<file path="src/rtl/rs232_pkg.sv">
`default_nettype none
// ============================================================================
//  Module      : rs232_pkg
//  Description : Shared definitions for the buffered RS232 transmitter:
//                transmit FSM state encoding, parity-sense constants,
//                baud divisor helper and DATA_BITS legality check.
//  Config      : RS232_PARITY_EN - adds the PARITY state to the encoding.
//  Revision    : 1.0 - initial release
// ============================================================================
package rs232_pkg;

`ifdef RS232_PARITY_EN
    typedef enum logic [2:0] {
        ST_IDLE   = 3'd0,
        ST_START  = 3'd1,
        ST_DATA   = 3'd2,
        ST_PARITY = 3'd3,
        ST_STOP   = 3'd4
    } tx_state_t;
`else
    typedef enum logic [2:0] {
        ST_IDLE   = 3'd0,
        ST_START  = 3'd1,
        ST_DATA   = 3'd2,
        ST_STOP   = 3'd4
    } tx_state_t;
`endif

    localparam logic c_PARITY_EVEN = 1'b0;
    localparam logic c_PARITY_ODD  = 1'b1;

    // Bit period in clocks, rounded to nearest.
    function automatic int baud_div(input int clk_hz, input int baud);
        return (clk_hz + baud / 2) / baud;
    endfunction

    function automatic bit data_bits_legal(input int n);
        return (n >= 5) && (n <= 8);
    endfunction

endpackage
`default_nettype wire

</file>
<file path="src/rtl/rs232_fifo.sv">
`default_nettype none
// ============================================================================
//  Module      : rs232_fifo
//  Description : Synchronous FIFO with registered full/empty flags. Pointers
//                carry one extra bit so full and empty can be told apart.
//                Pushes while full and pops while empty are ignored.
//  Ports       : clk, rst (async, active-high)
//                push, wdata[WIDTH]  - write side
//                pop, rdata[WIDTH]   - read side, rdata shows the head word
//                full, empty         - registered status flags
//  Revision    : 1.0 - initial release
// ============================================================================
module rs232_fifo #(
    parameter int WIDTH = 8,
    parameter int DEPTH = 16
) (
    input  logic             clk,
    input  logic             rst,
    input  logic             push,
    input  logic             pop,
    input  logic [WIDTH-1:0] wdata,
    output logic [WIDTH-1:0] rdata,
    output logic             full,
    output logic             empty
);

    localparam int c_AW = $clog2(DEPTH);

    logic [WIDTH-1:0] r_mem [DEPTH];
    logic [c_AW:0]    r_wr_ptr;
    logic [c_AW:0]    r_rd_ptr;
    logic [c_AW:0]    w_wr_ptr_next;
    logic [c_AW:0]    w_rd_ptr_next;
    logic             r_full;
    logic             r_empty;
    logic             w_do_push;
    logic             w_do_pop;

    assign w_do_push     = push & ~r_full;
    assign w_do_pop      = pop & ~r_empty;
    assign w_wr_ptr_next = r_wr_ptr + {{c_AW{1'b0}}, w_do_push};
    assign w_rd_ptr_next = r_rd_ptr + {{c_AW{1'b0}}, w_do_pop};

    // Flags are computed from the next pointers so they are exact in the
    // cycle right after the push or pop that changes them.
    always_ff @(posedge clk or posedge rst) begin
        if (rst) begin
            r_wr_ptr <= '0;
            r_rd_ptr <= '0;
            r_full   <= 1'b0;
            r_empty  <= 1'b1;
        end else begin
            r_wr_ptr <= w_wr_ptr_next;
            r_rd_ptr <= w_rd_ptr_next;
            r_empty  <= (w_wr_ptr_next == w_rd_ptr_next);
            r_full   <= (w_wr_ptr_next[c_AW] != w_rd_ptr_next[c_AW]) &&
                        (w_wr_ptr_next[c_AW-1:0] == w_rd_ptr_next[c_AW-1:0]);
        end
    end

    always_ff @(posedge clk) begin
        if (w_do_push) begin
            r_mem[r_wr_ptr[c_AW-1:0]] <= wdata;
        end
    end

    assign rdata = r_mem[r_rd_ptr[c_AW-1:0]];
    assign full  = r_full;
    assign empty = r_empty;

endmodule
`default_nettype wire

</file>
<file path="src/rtl/rs232_tx_buffered.sv">
`default_nettype none
// ============================================================================
//  Module      : rs232_tx_buffered
//  Description : Buffered RS232 transmitter. Words written with data_ready
//                are queued in a FIFO and sent LSB-first on tx, framed by a
//                start bit, optional parity and STOP_BITS stop bits. A new
//                frame only starts while cts is high; frames in flight always
//                complete.
//  Config      : RS232_PARITY_EN - when defined, one parity bit per frame
//                (sense chosen by PARITY_ODD).
//  Ports       : clk, rst (async, active-high)
//                data_ready, data[DATA_BITS] - write strobe and word
//                cts      - clear-to-send, sampled at frame start
//                full     - FIFO full, writes dropped while high
//                overflow - one-cycle pulse per dropped write
//                rts      - FIFO non-empty or frame in progress
//                tx       - serial line, idle high
//  Revision    : 1.0 - initial release
// ============================================================================
module rs232_tx_buffered #(
    parameter int CLK_HZ     = 100_000_000,
    parameter int BAUD       = 115_200,
    parameter int DATA_BITS  = 8,
    parameter int STOP_BITS  = 1,
    parameter int FIFO_DEPTH = 16,
    parameter int PARITY_ODD = 0
) (
    input  logic                 clk,
    input  logic                 rst,
    input  logic                 data_ready,
    input  logic [DATA_BITS-1:0] data,
    input  logic                 cts,
    output logic                 full,
    output logic                 overflow,
    output logic                 rts,
    output logic                 tx
);

    import rs232_pkg::*;

    localparam int                 c_DIV      = baud_div(CLK_HZ, BAUD);
    localparam int                 c_CNT_W    = (c_DIV > 1) ? $clog2(c_DIV) : 1;
    localparam logic [c_CNT_W-1:0] c_CNT_LAST = c_CNT_W'(c_DIV - 1);
    localparam logic [2:0]         c_LAST_DATA = 3'(DATA_BITS - 1);
    localparam logic [2:0]         c_LAST_STOP = 3'(STOP_BITS - 1);

    generate
        if (!data_bits_legal(DATA_BITS)) begin : g_bad_data_bits
            $error("rs232_tx_buffered: DATA_BITS must be 5..8");
        end
        if (c_DIV < 2) begin : g_bad_div
            $error("rs232_tx_buffered: bit period must be at least 2 clocks");
        end
    endgenerate

    tx_state_t            r_state;
    tx_state_t            w_state_next;
    logic [c_CNT_W-1:0]   r_baud_cnt;
    logic [2:0]           r_bit_cnt;
    logic [DATA_BITS-1:0] r_shift;
    logic [DATA_BITS-1:0] w_head;
    logic                 w_empty;
    logic                 w_pop;
    logic                 w_tc;
    logic                 w_tx_next;
    logic                 r_tx;
    logic                 r_overflow;

`ifdef RS232_PARITY_EN
    localparam logic c_PAR_SENSE = (PARITY_ODD != 0) ? c_PARITY_ODD : c_PARITY_EVEN;
    logic r_parity;
`else
    logic w_unused_parity_cfg;
    assign w_unused_parity_cfg = (PARITY_ODD != 0);
`endif

    rs232_fifo #(
        .WIDTH (DATA_BITS),
        .DEPTH (FIFO_DEPTH)
    ) u_fifo (
        .clk   (clk),
        .rst   (rst),
        .push  (data_ready),
        .pop   (w_pop),
        .wdata (data),
        .rdata (w_head),
        .full  (full),
        .empty (w_empty)
    );

    assign w_tc = (r_baud_cnt == c_CNT_LAST);

    // ---------------------------------------------------------------- state
    always_ff @(posedge clk or posedge rst) begin
        if (rst) begin
            r_state <= ST_IDLE;
        end else begin
            r_state <= w_state_next;
        end
    end

    // ----------------------------------------------------------- next state
    // The pop is issued in the same cycle the FSM decides to start a frame,
    // both from IDLE and at the end of a stop bit (back-to-back frames).
    always_comb begin
        w_state_next = r_state;
        w_pop        = 1'b0;
        case (r_state)
            ST_IDLE: begin
                if (!w_empty && cts) begin
                    w_pop        = 1'b1;
                    w_state_next = ST_START;
                end
            end
            ST_START: begin
                if (w_tc) w_state_next = ST_DATA;
            end
            ST_DATA: begin
                if (w_tc && (r_bit_cnt == c_LAST_DATA)) begin
`ifdef RS232_PARITY_EN
                    w_state_next = ST_PARITY;
`else
                    w_state_next = ST_STOP;
`endif
                end
            end
`ifdef RS232_PARITY_EN
            ST_PARITY: begin
                if (w_tc) w_state_next = ST_STOP;
            end
`endif
            ST_STOP: begin
                if (w_tc && (r_bit_cnt == c_LAST_STOP)) begin
                    if (!w_empty && cts) begin
                        w_pop        = 1'b1;
                        w_state_next = ST_START;
                    end else begin
                        w_state_next = ST_IDLE;
                    end
                end
            end
            default: begin
                w_state_next = ST_IDLE;
            end
        endcase
    end

    // --------------------------------------------------------------- output
    always_comb begin
        w_tx_next = 1'b1;
        case (r_state)
            ST_START:  w_tx_next = 1'b0;
            ST_DATA:   w_tx_next = r_shift[0];
`ifdef RS232_PARITY_EN
            ST_PARITY: w_tx_next = r_parity;
`endif
            default:   w_tx_next = 1'b1;
        endcase
    end

    // ------------------------------------------------------------- datapath
    // r_bit_cnt indexes data bits while in DATA and stop bits while in STOP;
    // it clears on every state change so each phase starts counting at zero.
    always_ff @(posedge clk or posedge rst) begin
        if (rst) begin
            r_baud_cnt <= '0;
            r_bit_cnt  <= '0;
            r_shift    <= '0;
            r_tx       <= 1'b1;
            r_overflow <= 1'b0;
`ifdef RS232_PARITY_EN
            r_parity   <= 1'b0;
`endif
        end else begin
            r_tx       <= w_tx_next;
            r_overflow <= data_ready & full;
            if (w_pop) begin
                r_baud_cnt <= '0;
                r_bit_cnt  <= '0;
                r_shift    <= w_head;
`ifdef RS232_PARITY_EN
                r_parity   <= (^w_head) ^ c_PAR_SENSE;
`endif
            end else if (r_state != ST_IDLE) begin
                if (w_tc) begin
                    r_baud_cnt <= '0;
                    r_bit_cnt  <= (w_state_next != r_state) ? 3'd0 : r_bit_cnt + 3'd1;
                    if (r_state == ST_DATA) begin
                        r_shift <= {1'b0, r_shift[DATA_BITS-1:1]};
                    end
                end else begin
                    r_baud_cnt <= r_baud_cnt + c_CNT_W'(1);
                end
            end
        end
    end

    assign tx       = r_tx;
    assign overflow = r_overflow;
    assign rts      = !w_empty || (r_state != ST_IDLE);

endmodule
`default_nettype wire
</file>
<file path="config.mk">
export PLATFORM = sky130hd
export DESIGN_NAME = rs232_tx_buffered
export DESIGN_NICKNAME = d
export VERILOG_FILES = /design/src/rtl/rs232_pkg.sv /design/src/rtl/rs232_fifo.sv /design/src/rtl/rs232_tx_buffered.sv
export SDC_FILE = /design/constraint.sdc
export NUM_CORES = 1
export LEC_CHECK = 0
export BUFFER_PORTS_ARGS = -buffer_cell sky130_fd_sc_hd__buf_2
export CAP_MARGIN = 20
export CELL_PAD_IN_SITES_DETAIL_PLACEMENT = 2
export CELL_PAD_IN_SITES_GLOBAL_PLACEMENT = 2
export CORE_UTILIZATION = 51
export DETAILED_ROUTE_END_ITERATION = 6
export HOLD_SLACK_MARGIN = 0.1
export PLACE_DENSITY_LB_ADDON = 0.1
export SLEW_MARGIN = 20
export SYNTH_ARGS = -nofsm -noshare
export SYNTH_HDL_FRONTEND = slang
export SYNTH_SLANG_ARGS = --single-unit
</file>
<file path="constraint.sdc">
create_clock -name clk -period 6.3 [get_ports clk]
set_input_delay 0.63 -clock clk [delete_from_list [all_inputs] [get_ports clk]]
set_output_delay 0.63 -clock clk [all_outputs]
set_load 0.02 [all_outputs]
</file>
# After elaboration in Yosys (flattened, before gate mapping)

Memories as Yosys holds them, arrays and structs flattened.
Index checks and enable logic that the tools add are counted.

Bits in registers: 38
Latch bits: 0
Bits in writable memories: 128
ROM bits: 0
Input bits: 12
Output and inout port bits: 4
Word-level logic and storage cells: 66
Memories: 1

Add/subtract/negate cells: 4
$mul: 0
Divide/modulo/power cells: 0
Magnitude comparators: 0
Equal/unequal tests: 9
Shift-type cells: 0
Muxes and demuxes: 23
Bitwise logic cells: 5
Reduce and logical (&&, ||, !) cells: 14

Memories:

| name         | depth | bits a word | read ports | clocked after Yosys merged registers in | write ports | line             | text |
|---|---|---|---|---|---|---|---|
| u_fifo.r_mem | 16    | 8           | 1          | 0                                       | 1           | rs232_fifo.sv:29 | `logic [WIDTH-1:0] r_mem [DEPTH];` |

Operators with widths:

| operator                                             | count |
|---|---|
| two-way mux 8 bit                                    | 4 |
| two-way mux 10 bit                                   | 3 |
| two-way mux 3 bit                                    | 8 |
| one-hot mux 3 bit (4 select lines)                   | 1 |
| adder 10 x 1 -> 10 bit (second input constant)       | 1 |
| adder 5 x 1 -> 5 bit                                 | 2 |
| equality test 10 bit (second input constant)         | 1 |
| equality test 3 bit (second input constant)          | 2 |
| logical NOT 3 bit                                    | 2 |
| nonzero test 2 bit                                   | 3 |
| equality test 5 bit                                  | 1 |
| two-way mux 1 bit                                    | 5 |
| equality test 4 bit                                  | 1 |
| logical AND 1 bit                                    | 4 |
| one-hot mux 1 bit (2 select lines)                   | 2 |
| adder 3 x 1 -> 3 bit (second input constant)         | 1 |
| bitwise AND 1 bit                                    | 3 |
| equality test 3 x 1 -> 1 bit (second input constant) | 1 |
| equality test 3 x 2 -> 1 bit (second input constant) | 1 |
| inequality test 3 bit                                | 1 |
| AND reduction 3 bit                                  | 1 |
| nonzero test 3 bit                                   | 1 |
| NOT 1 bit                                            | 2 |
| AND reduction 2 bit                                  | 1 |
| 3 further kinds                                      | 3 |

# Logic depth before layout (Yosys ltp)

Depth after elaboration: 10
Mapped depth: 13
Depth with buffers taken out: 12

# Hierarchy

From an unflattened synthesis, not the netlist that was laid out.

Cells, all modules: 421
Area total of the unflattened synthesis: 7025.5 um^2

By module, submodules not included:

| module            | times used | cells each | area an instance (um^2) | sequential area each (um^2) |
|---|---|---|---|---|
| rs232_fifo        | 1          | 268        | 5471.5                  | 4145.2 |
| rs232_tx_buffered | 1          | 153        | 1554.0                  | 651.9 |

# Worst setup path before layout

OpenSTA, ideal clock, no wires.

Path kind: reg-to-reg
Start: register r_baud_cnt[0]
End: register u_fifo.r_empty, in the netlist u_fifo.empty
Arrival: 3265 ps
Required time: 6231 ps
Setup slack: 2966 ps
Cell stages (with the launch flop): 14
Buffers on the path: 2
Period minus slack after synthesis: 3334 ps
Path through: dfrtp_1 -> ha_1 -> or4b_4 -> or4_4 -> buf_6 -> o21a_1 -> buf_6 -> inv_1 -> ha_1 -> ha_1 -> xor2_1 -> xor2_1 -> or4_1 -> nor2b_1

Longest elaborated chain between the ends: 7

Ends and longest elaborated chain:

| item                               | line                     | text |
|---|---|---|
| from (decl)                        | rs232_tx_buffered.sv:58  | `logic [c_CNT_W-1:0] r_baud_cnt;` |
| from (signal assigned)             | rs232_tx_buffered.sv:192 | `r_baud_cnt <= r_baud_cnt + c_CNT_W'(1);` |
| equality test 10 bit               | rs232_tx_buffered.sv:91  | `assign w_tc = (r_baud_cnt == c_CNT_LAST);` |
| logical AND 1 bit                  | rs232_tx_buffered.sv:133 | `if (w_tc && (r_bit_cnt == c_LAST_STOP)) begin` |
| two-way mux 1 bit                  | rs232_tx_buffered.sv:133 |  |
| one-hot mux 1 bit (2 select lines) | rs232_tx_buffered.sv:108 | `case (r_state)` |
| bitwise AND 1 bit                  | rs232_fifo.sv:40         | `assign w_do_pop = pop & ~r_empty;` |
| adder 5 x 1 -> 5 bit               | rs232_fifo.sv:42         | `assign w_rd_ptr_next = r_rd_ptr + {{c_AW{1'b0}}, w_do_pop};` |
| net u_fifo.w_rd_ptr_next[2]        | rs232_fifo.sv:33         | `logic [c_AW:0] w_rd_ptr_next;` |
| equality test 5 bit                | rs232_fifo.sv:55         | `r_empty <= (w_wr_ptr_next == w_rd_ptr_next);` |
| to (signal assigned)               | rs232_fifo.sv:55         |  |
| to (decl)                          | rs232_fifo.sv:35         | `logic r_empty;` |

The timed path passes the listed nets, and every way through them passes these cells.
A chain may end at the register's enable or synchronous reset.

# Final worst setup path

Same ends and word-level chain as after synthesis.

==> impl_metrics.csv <==
group,metric,value,unit
timing,max-slew-margin-rel,0.3020,
global_routing,antenna_found_initial,0,
worst_setup_path,crit_path_cell_trace,"ha_1, or4b_4, or4_4, o21a_1, inv_1, ha_1, ha_1, xor2_1, xor2_1, or4_1, nor2b_1",
worst_setup_path,end_kind,"flop",
routing,ant_nets,0,
yosys,yosys.area.top_type,"edfxtp_1",
placed_design,placed_area,7034,µm²
layout,syn_to_final_growth,12.80,%
worst_setup_path,start_kind,"flop",
yosys,ys_warn_count,0,
worst_setup_path,worstPathMaxFanout,10,
worst_setup_path,reg2reg_from,"r_baud_cnt[0]",
routing,viasPerCell,6.226,
floorplan,start_util,0.5305,
timing,drv_slew,0,
global_routing,grt_max_degree,39,
worst_setup_path,cpMostUsedCell,"ha_1",
clocking,root_buffer,"clkbuf_16",
global_routing,globalRoute.totalOverflow,0,
global_routing,grt_pass1_wl,27700,µm
floorplan,die_x,117.3,µm
layout,regArea,4798,µm²
layout,mostFrequentLayoutCell,"edfxtp_1",
clocking,clk_latency,440,ps
layout,instances_no_fill,610,
pwr,ir_drop,0.0002574,V
worst_setup_path,critPathLaunch,"r_baud_cnt[0]",
pwr,clock_power_share,0.403,
layout,final_cell_mix,"edfxtp_1, nor2_1, dfrtp_1",
pwr,p_comb_frac,0.090,
routing,first_iter_violations,249,
yosys,syn_area,6776,µm²
routing,drt-total-wl,18860,µm
pwr,p_sw,0.0006804,W
layout,antenna_cells,0,
timing,fmax,0.2490,GHz
timing,finalSetupTns,0,ps
global_routing,grt.total_usage,0.3071,
yosys,synth_nets,421,
clocking,cts_tree,"yes",
yosys,ys.flop_type,"edfxtp_1",
clocking,post_cts_buffers,0,
global_routing,grt_pass1_vias,4314,
worst_setup_path,arrival,4380,ps
worst_setup_path,slowest_delay,590,ps
flow_run,max_cap_viol_count,0,
yosys,async_flop_share,0.2289,
layout,nFillCells,1053,
pwr,p_leak,2.669,nW
pwr,seqPwrFrac,0.507,
layout,multiInputGateArea,1851,µm²
clocking,cts_resized,0,
worst_setup_path,criticalPathCategory,"reg -> reg",
timing,tightest_slew,1043,ps
yosys,ys_seq_elements,166,
routing,drcViolationCount,0,
yosys,synth_area_leaders,"edfxtp_1, dfrtp_1, mux4_2",
clocking,clockBufferDepth,2,
worst_setup_path,reg2reg_depth,11,
routing,post_drt_wl_per_cell,30.92,µm
min_path,hold_path.class,"in -> async",
clocking,path_clk_slew,70,ps
floorplan,rows,41,
pwr,sw_frac_of_total,0.2549,
yosys,synth-edff-count,128,
clocking,cts_hold_buf,0,
timing,finClkSkew,11.30,ps
routing,dr.pass1.iters,4,
yosys,synth.yosys.seq_area_share,0.7079,
placed_design,place_hpwl,11630,µm
worst_setup_path,r2r_slack,2280,ps
timing,grt_setup_unrepaired,"no",
clocking,numCtsBuffers,17,
status,status,"complete, no violations",
timing,hold_viol_final,0,
timing,fin_crit_sh,0.6376,
yosys,synthCells,401,
layout,drive_above_1_share,0.2329,
yosys,syn_area_per_cell,16.90,µm²
layout,design_area,7644,µm²
pwr,power_density,349.3,nW/µm²
clocking,h-tree-depth,4,
timing,period_minus_slack,4017,ps
placed_design,numPortBuffers,15,
floorplan,die_h,117.3,µm
timing,setup_viol,0,
floorplan,dieArea,13750,µm²
worst_setup_path,critPathSlowestCell,"or4_1",
placed_design,dp_cells,578,
placed_design,place.gp.congestion,0.7720,
layout,nets,445,
floorplan,core_area,12770,µm²
routing,via_count,3798,
yosys,yosysTopAreaCellShare,0.5672,
pwr,p_int,0.001989,W
clocking,cts.sinks,166,
floorplan,ios,16,
worst_setup_path,required,6670,ps
layout,final_util,0.5984,
yosys,synth_cell_type_count,47,
-- routing by layer --
layer,up-vias,global-route usage,wire length [µm]
li1,1605,-,-
met1,2037,0.3399,6957
met2,110,0.5506,10290
met3,46,0.06334,758
met4,0,0.1755,855
met5,-,0,0
-- final timing paths --
check                                           to
worst max-delay path                  u_fifo.empty
worst min-delay path            u_fifo.r_wr_ptr[4]
worst max register to register        u_fifo.empty
worst min register to register  u_fifo.r_rd_ptr[4]
max in group asynchronous       u_fifo.r_rd_ptr[0]
min in group clk                          overflow
-- registers in the layout (all words and copies together), names as in the netlist --
signal,count
r_bit_cnt,3
r_shift,8
r_state,3
tx,1
u_fifo.empty,1
u_fifo.r_wr_ptr,5
u_fifo.full,1
overflow,1
u_fifo.r_mem,128
u_fifo.r_rd_ptr,5
r_baud_cnt,10
-- per-stage QoR --
stage | hold slack, ps | setup slack [ps] | power (W)
detailed placement | 498.7 | 2502 | 0.001604
finish | 307.7 | 2283 | 0.002670
global route | 368.1 | 2118 | 0.002730
global placement | 458.4 | 2734 | 0.001569
CTS | 321.0 | 2303 | 0.002685
floorplan | 449.2 | 2966 | 0.001482
-- cells in the mapped netlist (all sizes together), types with 2 or more instances --
cell type and number:
edfxtp 128, nor2 40, dfrtp 36, mux4 32, a22oi 16, nand2 16
inv 13, a21oi 12, xor2 11, clkbuf 9, buf 8, ha 8
nor3 8, nand3 7, a221o 6, xnor2 6, nand2b 5, nor2b 5
and2 3, nand4 3, nor4 3, o21ai 3, or3 3, a21o 2
a31o 2, dfstp 2, or4 2
-- worst max-delay path, delay by kind of cell (launching register included) --
kind | cells | cell delay [ps]
compound gates | 1 | 420
fa+ha+maj | 3 | 730
xor+xnor | 2 | 370
buf+inv | 1 | 140
flops | 1 | 430
simple gates | 4 | 1840
-- cell families (layout without fill, tap and decap cells) --
kind of cell | count (synthesis) | after routing | share of synthesized area
flip-flops | 166 | 166 | 0.7079
AO/OA/AOI/OAI | 51 | 51 | 0.05983
adder cells (fa/ha/maj) | 8 | 8 | 0.01477
multiplexers | 32 | 32 | 0.1064
buffers and inverters | 30 | 67 | 0.01994
AND/OR/NAND/NOR | 97 | 97 | 0.06924
XOR/XNOR | 17 | 17 | 0.02197
-- power by group through the flow --
stage	Combinational (W)	Sequential, W	Clock [W]
floorplan	0.000140	0.00134	0
global placement	0.000211	0.00136	0
global route	0.000257	0.00136	0.00111
detailed placement	0.000233	0.00137	0
finish	0.000239	0.00135	0.00108
CTS	0.000241	0.00135	0.00109
-- final cells by class --
class,instances,area share
clock inverter,14,0.02275
timing repair buffer,22,0.01670
clock buffer,18,0.05615
tap,172,0.02816
multi-input combinational,205,0.2421
inverter,13,0.006384
sequential,166,0.6278
Note: power is estimated with default switching activity, not from simulation.
